==> src/rtl/cp0_regs.sv <==
// cp0_regs: Coprocessor-0 Status/Cause/EPC, mfc0/mtc0 access, exception entry and eret.
// Define CP0_TIMER_EN to build the Count/Compare timer, which then owns Cause[15].
module cp0_regs #(
  parameter logic [31:0] EXC_VECTOR = 32'h0040_0004,
  parameter logic [31:0] STATUS_RST = 32'h0000_0000,
  parameter int          HW_INT_W   = 6
) (
  input  logic                clk,
  input  logic                reset,
  input  logic                mfc0,
  input  logic                mtc0,
  input  logic [31:0]         pc,
  input  logic [4:0]          rd,
  input  logic [31:0]         wdata,
  input  logic                exception,
  input  logic                eret,
  input  logic [4:0]          cause,
  input  logic [HW_INT_W-1:0] hw_int,
  output logic [31:0]         rdata,
  output logic [31:0]         status,
  output logic [31:0]         exc_addr,
  output logic                irq_req
);

  localparam logic [4:0] RD_COUNT   = 5'd9;
  localparam logic [4:0] RD_COMPARE = 5'd11;
  localparam logic [4:0] RD_STATUS  = 5'd12;
  localparam logic [4:0] RD_CAUSE   = 5'd13;
  localparam logic [4:0] RD_EPC     = 5'd14;

  logic [31:0] status_q, status_d;
  logic [31:0] cause_q, cause_d;
  logic [31:0] epc_q, epc_d;
  logic        irq_q, irq_d;
  logic        wr_en;
`ifdef CP0_TIMER_EN
  logic [31:0] count_q, count_d;
  logic [31:0] compare_q, compare_d;
`endif

  // mtc0 only lands when neither exception nor eret claims the cycle.
  assign wr_en = mtc0 & ~exception & ~eret;

  always_comb begin
    status_d = status_q;
    cause_d  = cause_q;
    epc_d    = epc_q;
    if (exception) begin
      epc_d        = pc;
      cause_d[6:2] = cause;
      status_d     = {status_q[26:0], 5'b0};
    end else if (eret) begin
      status_d = {5'b0, status_q[31:5]};
    end else if (wr_en) begin
      case (rd)
        RD_STATUS: status_d     = wdata;
        RD_CAUSE:  cause_d[9:8] = wdata[9:8];
        RD_EPC:    epc_d        = wdata;
        default:   ;
      endcase
    end
`ifdef CP0_TIMER_EN
    cause_d[14:10] = hw_int[4:0];
    // A Compare write clears the timer flag even if the match fires in the same cycle.
    if (wr_en && rd == RD_COMPARE) cause_d[15] = 1'b0;
    else if (count_q == compare_q) cause_d[15] = 1'b1;
    count_d   = (wr_en && rd == RD_COUNT)   ? wdata : count_q + 32'd1;
    compare_d = (wr_en && rd == RD_COMPARE) ? wdata : compare_q;
`else
    cause_d[15:10] = hw_int[5:0];
`endif
    irq_d = ~exception & status_q[0] & (|(cause_q[15:8] & status_q[15:8]));
  end

  always_ff @(posedge clk or negedge reset) begin
    if (!reset) begin
      status_q  <= STATUS_RST;
      cause_q   <= 32'h0;
      epc_q     <= 32'h0;
      irq_q     <= 1'b0;
`ifdef CP0_TIMER_EN
      count_q   <= 32'h0;
      compare_q <= 32'hFFFF_FFFF;
`endif
    end else begin
      status_q  <= status_d;
      cause_q   <= cause_d;
      epc_q     <= epc_d;
      irq_q     <= irq_d;
`ifdef CP0_TIMER_EN
      count_q   <= count_d;
      compare_q <= compare_d;
`endif
    end
  end

  // Reads see pre-edge values, so a same-cycle mtc0 is not forwarded.
  always_comb begin
    rdata = 32'h0;
    if (mfc0 && reset) begin
      case (rd)
        RD_STATUS:  rdata = status_q;
        RD_CAUSE:   rdata = cause_q;
        RD_EPC:     rdata = epc_q;
`ifdef CP0_TIMER_EN
        RD_COUNT:   rdata = count_q;
        RD_COMPARE: rdata = compare_q;
`endif
        default:    rdata = 32'h0;
      endcase
    end
  end

  assign status   = status_q;
  assign irq_req  = irq_q;
  assign exc_addr = eret ? epc_q : EXC_VECTOR;

endmodule

==> config.mk <==
export PLATFORM = sky130hd
export DESIGN_NAME = cp0_regs
export DESIGN_NICKNAME = d
export VERILOG_FILES = /design/src/rtl/cp0_regs.sv
export SDC_FILE = /design/constraint.sdc
export NUM_CORES = 1
export LEC_CHECK = 0
export CORE_AREA = 2 2 109 111
export DETAILED_ROUTE_END_ITERATION = 6
export DIE_AREA = 0 0 111 113
export PLACE_DENSITY = 0.81
export SETUP_SLACK_MARGIN = 0.5
export SLEW_MARGIN = 40
export SYNTH_ARGS = -nofsm -noshare
export SYNTH_HDL_FRONTEND = slang
export SYNTH_SLANG_ARGS = --single-unit
==> constraint.sdc <==
create_clock -name clk -period 3.6 [get_ports clk]
set_input_delay 0.36 -clock clk [delete_from_list [all_inputs] [get_ports clk]]
set_output_delay 0.36 -clock clk [all_outputs]
set_load 0.005 [all_outputs]
-- Yosys cells after proc, flatten, opt, wreduce, memory -nomap -nowiden
Cells that the tools add are included.
- register bits: 78
- word-level logic and storage cells: 37
- input bits: 86
- multiplexer cells: 11
- reductions and logical operators: 9
- bitwise operators: 7
- eq/ne operators: 4
- operators with widths (kind ; number):
    $mux 32 ; 10
    $pmux 32 s3 ; 1
    $eq 5x4->1 const B ; 3
    $and 8x8->8 ; 1
    $reduce_or 8->1 ; 1
    $reduce_bool 3->1 ; 2
    $and 1x1->1 ; 4
    $reduce_and 4->1 ; 1
    $reduce_bool 2->1 ; 2
    $reduce_and 3->1 ; 1
    $ne 2x2->1 const B ; 1
    $not 1->1 ; 2
    $reduce_and 2->1 ; 1
    $logic_and 1x1->1 ; 1

-- Depth between registers and ports, before layout
- word-level depth: 6
- depth in mapped cells: 6

-- Worst setup path after synthesis
OpenSTA, ideal clock, no wires.
- kind: input-to-output
- start: input rd[4]
- end: output rdata[13]
- cell stages on the path: 6
- slack: 1.829 ns
- arrival time: 1.411 ns
- cells stage by stage: and3b_1 -> buf_2 -> buf_2 -> buf_1 -> nand3_1 -> a31oi_1
- cells in the longest elaborated chain, start to end: 3
- RTL lines (item ; RTL line ; RTL):
    start: declaration ; 13 ; input logic [4:0] rd,
    $eq 5x4->1 ; 101 ; case (rd)
    $pmux 32 s3 (*) ; 101 ;
    $mux 32 (*) ; 100 ; if (mfc0 && reset) begin
    end: declaration ; 19 ; output logic [31:0] rdata,
Mark *: on every way between the ends. The rest lies on a longest branch, timed or not.

-- Final worst setup path
- start: input rd[0]
- end: output rdata[5]
The elaborated chain is that of the path after synthesis.

==> flow_summary.json <==
{
  "worstPathMaxFanout": 35,
  "finalHoldViolations": 0,
  "min-delay-path-class": "input port to async pin",
  "layout-drive-gt1-share_pct": 9.88,
  "final_cell_mix": "179 x clkdlybuf4s50_1, 78 x dfrtp_1, 65 x nand2_1",
  "synthDistinctLibCells": 40,
  "io_pins": 183,
  "rows": 39,
  "ff_latch_area_mm2": 0.00195,
  "internal_power_mw": 1.85,
  "antenna_found_initial": 0,
  "layout_commonest_cell": "clkdlybuf4s50_1",
  "synth_xor_xnor_area_share_pct": 0,
  "syn-num-nets": 672,
  "coreArea_mm2": 0.0113,
  "max_freq_ghz": 0.339,
  "grt_max_degree": 108,
  "netlist_instances": 586,
  "use_met3_pct": 5.03,
  "critPathLaunchType": "input port",
  "crit_path_end_kind": "output pin",
  "ys_seq_elements": 78,
  "clk_latency_ns": 0.34,
  "synth-simple-area-share_pct": 27.4,
  "status": "finished with violations",
  "drt_first_pass_iters": 7,
  "drt_wl_total_um": 19500,
  "finalClockSkew_ns": 0.00427,
  "fill_cells": 904,
  "tightest_slew_ns": 0.698,
  "cts_buffers": 9,
  "seqPwrFrac_pct": 42.2,
  "synth_fa_ha_area_share_pct": 0,
  "crit_type": "input port to output pin",
  "antenna_left": 0,
  "arrival_ns": 2.59,
  "drv_slew": 0,
  "combPwrFrac_pct": 23.5,
  "total_switching_power_mw": 0.785,
  "cp.required_ns": 3.24,
  "die_h_um": 113,
  "failed_checks": "DRC",
  "grt_pass1_wl_um": 30000,
  "num_vias": 5587,
  "setup_ws_ns": 0.650,
  "port_buffers": 182,
  "grtUsageMet1_pct": 44.2,
  "cts_tree": "built",
  "gp_congestion": 0.991,
  "root_buffer": "clkbuf_16",
  "syn_area_per_cell_um2": 8.80,
  "routedWlPerCell_um": 22.1,
  "grtUsageMet2_pct": 44.7,
  "initial_core_util_pct": 45.8,
  "fin_crit_ns": 2.95,
  "vias_per_cell": 6.33,
  "grt_remaining_overflow": 0,
  "drv_cap": 0,
  "tns_ns": 0,
  "syn2layout_area_growth_pct": 42.4,
  "multi_input_area_mm2": 0.00281,
  "rsz0062_at_grt": "false",
  "drcViolationCount": 1,
  "pwr-share-clk_pct": 34.3,
  "p_per_area_mw_per_mm2": 359,
  "antennaDiodeCount": 0,
  "grt_pass1_vias": 5192,
  "place_ws_ns": 0.635,
  "setup_violations": 0,
  "ir_drop_uv": 196,
  "yosysSeqAreaShare_pct": 37.8,
  "netlist_area_mm2": 0.00516,
  "nets": 820,
  "leakage_nw": 2.77,
  "die-area_mm2": 0.0125,
  "dpl.hpwl_um": 14200,
  "period_share_pct": 82.0,
  "grt-busiest-layer": "met2",
  "slew_headroom_pct": 53.5,
  "die_x_um": 111,
  "cts.clk_slew.worst_paths_ns": 0.06,
  "synth-compound-area-share_pct": 16.7,
  "synth_top_family_by_area": "simple AND/OR/NAND/NOR gates",
  "clock_sinks": 78,
  "drt_iter0_drc": 577,
  "grtUsageTotal_pct": 30.4,
  "cts_buffer_depth": 2,
  "switching_share_pct": 29.8,
  "h-tree-depth": 3,
  "ys_warn_count": 0,
  "synth.mux.area_fraction_pct": 10.0
}
metrics by stage:
stage	utilization [%]	hold slack, ns	instance area, µm²	power [mW]	instances
detailed placement	62.4	0.185	7040	1.73	864
global placement	62.4	0.180	7030	1.72	864
floorplan	-	0.0644	5160	1.34	586
global route	65.2	0.400	7350	2.74	882
CTS	65.1	0.392	7340	2.63	881
finish	65.2	0.416	7350	2.64	882
routing by layer:
| metal | vias to the layer above | wire, µm |
|---|---|---|
| met5 | - | 0 |
| met4 | 0 | 651 |
| met3 | 50 | 1900 |
| met2 | 370 | 8860 |
| met1 | 2699 | 8080 |
| li1 | 2468 | - |
Yosys cell counts (all sizes together):
cell type / count / share of area, %
a2111oi: 2 / 0.34
and3: 1 / 0.12
a311oi: 1 / 0.17
a31oi: 13 / 1.6
nor2: 21 / 1.7
dfrtp: 78 / 38
nor4: 2 / 0.24
a211oi: 2 / 0.29
o21ai: 1 / 0.097
or3b: 1 / 0.17
o311a: 3 / 0.58
o311ai: 34 / 5.8
and4bb: 1 / 0.24
a221oi: 1 / 0.17
o211ai: 26 / 3.8
a22oi: 24 / 3.5
buf: 28 / 2.6
inv: 38 / 2.8
and3b: 1 / 0.17
nand4: 37 / 4.5
nand4b: 23 / 3.9
nor2b: 16 / 1.9
clkbuf: 36 / 2.6
nor3b: 3 / 0.75
nand3: 27 / 2.6
mux2: 29 / 6.3
nand2: 65 / 4.7
nand3b: 14 / 2.0
mux2i: 19 / 3.7
or4: 3 / 0.44
and2: 30 / 3.6
nand2b: 2 / 0.24
a21oi: 3 / 0.29
a22o: 1 / 0.17
logic make-up (layout without fill, tap and decap cells):
kind of cell | count (synthesis) | after routing
compound gates | 111 | 111
simple gates | 247 | 247
flops | 78 | 78
buf+inv | 102 | 255
mux | 48 | 48
flip-flops by register name, summed over array words and instances (netlist names):
signal   count
cause_q     13
epc_q       32
irq_req      1
status      32
power groups by stage:
stage               logic [mW]  clock network [mW]  registers, mW
floorplan                0.283                   0           1.06
global placement         0.598                   0           1.12
detailed placement       0.613                   0           1.12
CTS                      0.616               0.908           1.11
global route             0.670               0.950           1.12
finish                   0.619               0.905           1.11
final timing paths:
path	startpoint	end	slack (ns)	cells past startpoint
max	rd[0]	rdata[5]	0.65	6
min	reset	cause_q[6]$_DFFE_PN0P_	0.42	2
max reg2reg	status[20]$_DFFE_PN0P_	status[15]$_DFFE_PN0P_	2.33	3
min reg2reg	cause_q[5]$_DFFE_PN0P_	cause_q[5]$_DFFE_PN0P_	0.52	1
max in group asynchronous	reset	cause_q[3]$_DFFE_PN0P_	2.30	3
min in group clk	hw_int[3]	cause_q[13]$_DFF_PN0_	0.46	1
timing repair:
action	in CTS	in global routing
hold endpoints to repair	3	0
hold buffers	1	0
endpoints found under the setup margin	0	7
buffers inserted	0	1
gates resized for setup	0	0
cell type report:
type,instances,area share [%]
timing repair buffer,201,26.9
clock buffer,9,3.07
inverter,38,1.94
tap,143,2.44
multi-input combinational,406,38.2
sequential,78,26.6
clock inverter,7,0.886
critical path, stage by stage:
cell	delay (ns)
clkdlybuf4s50_1	0.74
nor2b_2	0.26
buf_4	0.36
nand3_1	0.13
a31oi_1	0.20
clkdlybuf4s50_1	0.54
(Power assumes the default switching activity.)
